### src/rtl/mul_sequencer_pkg.sv
// rtl/mul_sequencer_pkg.sv - shared widths, state encoding and helpers for the shift-add multiplier
package mul_sequencer_pkg;
  localparam int DATA_WIDTH = 32;
  localparam int CNT_WIDTH  = 5;
  localparam int ITERATIONS = 32;

  typedef logic [1:0] state_t;
  localparam state_t S_IDLE = 2'd0;
  localparam state_t S_RUN  = 2'd1;
  localparam state_t S_SIGN = 2'd2;
  localparam state_t S_DONE = 2'd3;

  // 0x80000000 maps to itself and is then treated as an unsigned magnitude
  function automatic logic [DATA_WIDTH-1:0] magnitude(input logic is_signed,
                                                      input logic [DATA_WIDTH-1:0] x);
    return (is_signed && x[DATA_WIDTH-1]) ? (~x + DATA_WIDTH'(1)) : x;
  endfunction
endpackage

### src/rtl/mul_sequencer_if.sv
// rtl/mul_sequencer_if.sv - EX-stage request/result bundle for the multiplier sequencer
interface mul_sequencer_if;
  import mul_sequencer_pkg::*;

  logic                  start;
  logic                  signed_op;
  logic [DATA_WIDTH-1:0] operand_a;
  logic [DATA_WIDTH-1:0] operand_b;
  logic                  busy;
  logic                  stall;
  logic                  done;
  logic [DATA_WIDTH-1:0] hi;
  logic [DATA_WIDTH-1:0] lo;

  modport master (output start, signed_op, operand_a, operand_b,
                  input  busy, stall, done, hi, lo);
  modport slave  (input  start, signed_op, operand_a, operand_b,
                  output busy, stall, done, hi, lo);
endinterface

### src/rtl/mul_seq_datapath.sv
// rtl/mul_seq_datapath.sv - operand latches, 33-bit add/shift accumulator and 64-bit sign fixup
module mul_seq_datapath
  import mul_sequencer_pkg::*;
(
  input  logic                  clk_i,
  input  logic                  rst_i,
  input  logic                  load_i,
  input  logic                  step_i,
  input  logic                  finish_i,
  input  logic                  signed_i,
  input  logic [DATA_WIDTH-1:0] operand_a_i,
  input  logic [DATA_WIDTH-1:0] operand_b_i,
  output logic [DATA_WIDTH-1:0] hi_o,
  output logic [DATA_WIDTH-1:0] lo_o
);
  logic [DATA_WIDTH-1:0]   mcand_q, p_hi_q, p_lo_q, hi_q, lo_q;
  logic                    neg_q;
  logic [DATA_WIDTH:0]     sum;
  logic [2*DATA_WIDTH-1:0] prod;

  // carry-out lands in the top bit and is shifted back into p_hi
  assign sum  = p_lo_q[0] ? ({1'b0, p_hi_q} + {1'b0, mcand_q}) : {1'b0, p_hi_q};
  assign prod = {p_hi_q, p_lo_q};

  always_ff @(posedge clk_i or posedge rst_i) begin
    if (rst_i) begin
      mcand_q <= '0;
      p_hi_q  <= '0;
      p_lo_q  <= '0;
      neg_q   <= 1'b0;
      hi_q    <= '0;
      lo_q    <= '0;
    end else if (load_i) begin
      mcand_q <= magnitude(signed_i, operand_a_i);
      p_hi_q  <= '0;
      p_lo_q  <= magnitude(signed_i, operand_b_i);
      neg_q   <= signed_i & (operand_a_i[DATA_WIDTH-1] ^ operand_b_i[DATA_WIDTH-1]);
    end else if (step_i) begin
      p_hi_q  <= sum[DATA_WIDTH:1];
      p_lo_q  <= {sum[0], p_lo_q[DATA_WIDTH-1:1]};
    end else if (finish_i) begin
      {hi_q, lo_q} <= neg_q ? (~prod + (2*DATA_WIDTH)'(1)) : prod;
    end
  end

  assign hi_o = hi_q;
  assign lo_o = lo_q;
endmodule

### src/rtl/mul_sequencer.sv
// rtl/mul_sequencer.sv - iterative mult/multu controller raising Stall while the product is formed
module mul_sequencer
  import mul_sequencer_pkg::*;
(
  input  logic           clk_i,
  input  logic           rst_i,
  mul_sequencer_if.slave bus
);
  state_t                state_q, state_d;
  logic [CNT_WIDTH-1:0]  cnt_q, cnt_d;
  logic                  busy_q, done_q;
  logic                  load, step, finish;

  always_comb begin
    state_d = state_q;
    cnt_d   = cnt_q;
    load    = 1'b0;
    step    = 1'b0;
    finish  = 1'b0;
    case (state_q)
      S_IDLE: begin
        if (bus.start) begin
          load    = 1'b1;
          cnt_d   = '0;
          state_d = S_RUN;
        end
      end
      S_RUN: begin
        step  = 1'b1;
        cnt_d = cnt_q + CNT_WIDTH'(1);
        if (cnt_q == CNT_WIDTH'(ITERATIONS - 1)) state_d = S_SIGN;
      end
      S_SIGN: begin
        finish  = 1'b1;
        state_d = S_DONE;
      end
      default: state_d = S_IDLE;
    endcase
  end

  always_ff @(posedge clk_i or posedge rst_i) begin
    if (rst_i) begin
      state_q <= S_IDLE;
      cnt_q   <= '0;
      busy_q  <= 1'b0;
      done_q  <= 1'b0;
    end else begin
      state_q <= state_d;
      cnt_q   <= cnt_d;
      busy_q  <= (state_d != S_IDLE);
      done_q  <= (state_q == S_SIGN);
    end
  end

  // Stall drops in DONE so a dependent mfhi/mflo issues as Hi/Lo become valid
  assign bus.stall = bus.start | (state_q == S_RUN) | (state_q == S_SIGN);
  assign bus.busy  = busy_q;
  assign bus.done  = done_q;

  mul_seq_datapath u_datapath (
    .clk_i       (clk_i),
    .rst_i       (rst_i),
    .load_i      (load),
    .step_i      (step),
    .finish_i    (finish),
    .signed_i    (bus.signed_op),
    .operand_a_i (bus.operand_a),
    .operand_b_i (bus.operand_b),
    .hi_o        (bus.hi),
    .lo_o        (bus.lo)
  );
endmodule

### src/flat_wrapper.sv
// flat-port wrapper written by rule: the top's interface ports become plain ports
module mul_sequencer_flat import mul_sequencer_pkg::*;
  (clk_i, rst_i, bus_start, bus_signed_op, bus_operand_a, bus_operand_b, bus_busy, bus_stall, bus_done, bus_hi, bus_lo);
  mul_sequencer_if bus_i ();
  input  logic clk_i;
  input  logic rst_i;
  input wire logic [$bits(bus_i.start)-1:0] bus_start;
  input wire logic [$bits(bus_i.signed_op)-1:0] bus_signed_op;
  input wire logic [$bits(bus_i.operand_a)-1:0] bus_operand_a;
  input wire logic [$bits(bus_i.operand_b)-1:0] bus_operand_b;
  output wire logic [$bits(bus_i.busy)-1:0] bus_busy;
  output wire logic [$bits(bus_i.stall)-1:0] bus_stall;
  output wire logic [$bits(bus_i.done)-1:0] bus_done;
  output wire logic [$bits(bus_i.hi)-1:0] bus_hi;
  output wire logic [$bits(bus_i.lo)-1:0] bus_lo;
  assign bus_i.start = bus_start;
  assign bus_i.signed_op = bus_signed_op;
  assign bus_i.operand_a = bus_operand_a;
  assign bus_i.operand_b = bus_operand_b;
  assign bus_busy = bus_i.busy;
  assign bus_stall = bus_i.stall;
  assign bus_done = bus_i.done;
  assign bus_hi = bus_i.hi;
  assign bus_lo = bus_i.lo;
  mul_sequencer u_core (.clk_i(clk_i), .rst_i(rst_i), .bus(bus_i));
endmodule
### config.mk
export PLATFORM = sky130hd
export DESIGN_NAME = mul_sequencer_flat
export DESIGN_NICKNAME = d
export VERILOG_FILES = /design/src/rtl/mul_sequencer_pkg.sv /design/src/rtl/mul_sequencer_if.sv /design/src/rtl/mul_seq_datapath.sv /design/src/rtl/mul_sequencer.sv /design/src/flat_wrapper.sv
export SDC_FILE = /design/constraint.sdc
export NUM_CORES = 1
export LEC_CHECK = 0
export CORE_ASPECT_RATIO = 0.7
export CORE_MARGIN = 2
export CORE_UTILIZATION = 40
export DETAILED_ROUTE_END_ITERATION = 8
export MAX_ROUTING_LAYER = met4
export PLACE_DENSITY_LB_ADDON = 0.08
export SLEW_MARGIN = 20
export SYNTH_ARGS = -nofsm -noshare
export SYNTH_HDL_FRONTEND = slang
export SYNTH_SLANG_ARGS = --single-unit
export TNS_END_PERCENT = 1
### constraint.sdc
create_clock -name clk_i -period 8.65 [get_ports clk_i]
set_clock_uncertainty 0.1 [all_clocks]
set_input_delay 2.1625 -clock clk_i [delete_from_list [all_inputs] [get_ports clk_i]]
set_output_delay 2.1625 -clock clk_i [all_outputs]
set_load 0.05 [all_outputs]
==> flow_summary.yaml <==
power:
  ir_drop_uv: 171.3
  power_density_nw_per_um2: 339.6
  power.total_mw: 4.413
  leakagePower_nw: 5.330
min_path:
  worstHoldPathCells: 2
  min_path_type: "register to register"
logic_synthesis:
  syn_nets: 1364
  synth_cells: 1258
  yosysTopAreaCell: "dfrtp_1"
  synth_edf_count: 0
  synth_ff_type: "dfrtp_1"
  yosysWarningCount: 0
  yosysUniqueCellTypes: 73
  synth-seq-cells: 170
  avgSynthCellArea_um2: 8.603
  synth.area.top_cells: "dfrtp_1 39%, o21ai_0 9.1%, xor2_1 7.8%"
  yosysTopAreaCellShare_pct: 39.31
  synth_seq_area_share_pct: 39.31
  async_reset_ff_share_pct: 100.0
  synth_top_cells_by_count: "201 x nand2_1, 196 x o21ai_0, 170 x dfrtp_1, 96 x xor2_1, 64 x nor2_1"
  yosysMostFrequentCell: "nand2_1"
  syn-cell-area_um2: 10820
finish:
  fillCellCount: 2617
  fin_nets: 1456
  instances_no_fill: 1726
  drive_above_1_share_pct: 4.846
  n_antenna_cell: 0
  syn_to_final_growth_pct: 20.07
  final_area_um2: 13000
setup_path:
  critical_path.max_stage_delay_ps: 700
  path_depth: 3
  reg2reg_to: "u_core.u_datapath.hi_o[30]"
  worstSetupStartpointType: "input pin"
  critPathTopFamily: "buffers and inverters"
  path_max_fanout: 10
  endpoint_kind: "primary output"
  cp_num_buf_inv: 2
  cp_slowest_cell: "clkdlybuf4s50_1"
  worstRegToRegCells: 11
  worst_ep_arrival_time_ps: 3890
  endpoint: "bus_stall"
  r2r_slack_ps: 4490
  crit_top_cell: "clkdlybuf4s50_1"
  cp-startpoint: "bus_start"
  crit_required_ps: 6390
  setup.worst_path.class: "input pin to primary output"
  r2r_start: "u_core.u_datapath.p_lo_q[0]"
  crit_chain: "clkdlybuf4s50_1, or3_1, clkdlybuf4s50_1"
clock_network:
  cts_buffer_depth: 2
  cts-root-buf: "clkbuf_16"
  cts_tree: "built"
  clk_latency_ps: 450
  cts-hold-fix-buffers: 0
  postCtsSetupRepairBufs: 0
  path_clk_slew_ps: 60
  cts_resized: 0
  cts_buffers: 17
  cts.sinks: 170
  htreeDepth: 4
global_routing:
  grt_util_met2_pct: 32.35
  grt_max_degree: 96
  grt_antenna_before_repair: 0
  grt_pass1_vias: 8877
  gr-usage-met1_pct: 35.54
  use_met3_pct: 4.364
  overflow: 0
  grt_pass1_wl_mm: 51.28
  grt_usage_pct: 23.56
  gr-max-usage-layer: "met1"
placed_design:
  place_inst: 1695
  port_buffers: 134
  dp_hpwl_mm: 23.02
  gp_congestion: 0.8597
  postPlaceCellArea_um2: 12400
timing:
  max_freq_mhz: 162.5
  finalSetupViolCount: 0
  period_needed_ps: 6152
  fin_crit_sh_pct: 71.12
  slew-limit-headroom_pct: 25.09
  finalHoldViolations: 0
  drv_slew: 0
  rsz0062_at_grt: "false"
  whs_ps: 375.3
  tightest_slew_ps: 1124
  fin_tns_setup_ps: 0
routing:
  postRouteAntennaNets: 0
  via_per_inst: 5.490
  drtPass1Iterations: 5
  drt-initial-drc-count: 765
  route.detailed.drc: 0
  wl_per_cell_um: 18.38
  vias: 9476
  totalWireLength_mm: 31.73
die:
  core_um2: 26650
  die_w_um: 200.6
  dieArea_um2: 28410
  initial_core_util_pct: 40.61
  io_pins: 135
  fp-row-count: 50
  die-height_um: 141.6
run:
  drv_cap: 0
status:
  status: "finished, final reports clean"
worst min path at each step:
stage,startpoint,to,slack [ps]
after global routing,u_core.u_datapath.lo_o[29],u_core.u_datapath.lo_o[29],400
final,u_core.u_datapath.hi_o[2],u_core.u_datapath.hi_o[2],380
after global placement,u_core.u_datapath.hi_o[9],u_core.u_datapath.hi_o[9],360
after CTS,u_core.u_datapath.hi_o[2],u_core.u_datapath.hi_o[2],380
after detailed placement,u_core.u_datapath.lo_o[14],u_core.u_datapath.lo_o[14],370
after floorplan,u_core.cnt_q[3],u_core.cnt_q[3],350
through the flow:
| step | setup WS, ps | util [%] |
|---|---|---|
| global placement | 2513 | 46.53 |
| finish | 2498 | 48.76 |
| detailed placement | 2493 | 46.53 |
| floorplan | 1784 | - |
| CTS | 2490 | 48.71 |
| global route | 2452 | 48.76 |
routing by layer:
| metal | vias to the layer above | share of wire, % |
|---|---|---|
| li1 | 4672 | - |
| met1 | 4579 | 52 |
| met2 | 204 | 42 |
| met3 | 21 | 4.9 |
| met4 | 0 | 1.1 |
| met5 | - | 0 |
cell usage in the layout (no fill, tap or decap), types with 6 or more instances in the layout:
| cell | n |
|---|---|
| a21o_1 | 13 |
| a21oi_1 | 59 |
| a22oi_1 | 36 |
| a31oi_1 | 7 |
| and2_1 | 7 |
| buf_4 | 7 |
| clkbuf_16 | 17 |
| clkdlybuf4s50_1 | 134 |
| dfrtp_1 | 169 |
| ha_1 | 37 |
| inv_1 | 21 |
| mux2i_1 | 12 |
| nand2_1 | 200 |
| nand2b_1 | 10 |
| nand3_1 | 18 |
| nand4_1 | 8 |
| nor2_1 | 63 |
| nor2b_1 | 6 |
| nor3_1 | 28 |
| nor4_1 | 9 |
| o21ai_0 | 196 |
| o21bai_1 | 6 |
| o22ai_1 | 7 |
| o31ai_1 | 25 |
| o41ai_1 | 15 |
| or2_2 | 7 |
| or3_1 | 10 |
| or4_1 | 8 |
| xnor2_1 | 49 |
| xor2_1 | 96 |
sequential cells by signal (all words and copies together) (netlist names):
signal	flops
u_core.u_datapath.p_lo_q	32
u_core.bus.busy	1
u_core.u_datapath.lo_o	32
u_core.cnt_q	5
u_core.u_datapath.hi_o	32
u_core.state_q	2
u_core.u_datapath.p_hi_q	32
u_core.bus.done	1
u_core.u_datapath.neg_q	1
u_core.u_datapath.mcand_q	32
where the power goes:
part,switching [mW],leakage [nW],internal (mW)
clock,0.328,0.282,0.453
combinational,1.26,2.85,0.890
sequential,0.417,2.20,1.06
total,2.01,5.33,2.40
kinds of logic after synthesis:
family / Yosys count / synth area share [%]
xor+xnor: 145 / 11.73
simple gates: 399 / 17.23
buf+inv: 91 / 3.514
mux: 15 / 1.422
compound gates: 400 / 22.34
fa+ha+maj: 38 / 4.462
flops: 170 / 39.31
layout make-up:
| cell class | count | area, µm² | area share [%] |
|---|---|---|---|
| Sequential cell | 170 | 4255 | 32.75 |
| Multi-Input combinational cell | 997 | 6210 | 47.79 |
| Tap cell | 364 | 455.4 | 3.505 |
| Clock buffer | 24 | 491.7 | 3.784 |
| Inverter | 22 | 87.58 | 0.6740 |
| Clock inverter | 7 | 90.09 | 0.6932 |
| Timing Repair Buffer | 142 | 1405 | 10.81 |
worst min-delay path, delay by kind of cell (launching register included):
| family | cells | cell delay, ps |
|---|---|---|
| AOI/OAI and AO/OA | 1 | 60 |
| DFF | 1 | 340 |
| and+or+nand+nor | 1 | 40 |
Note: power is estimated with default switching activity, not from simulation.
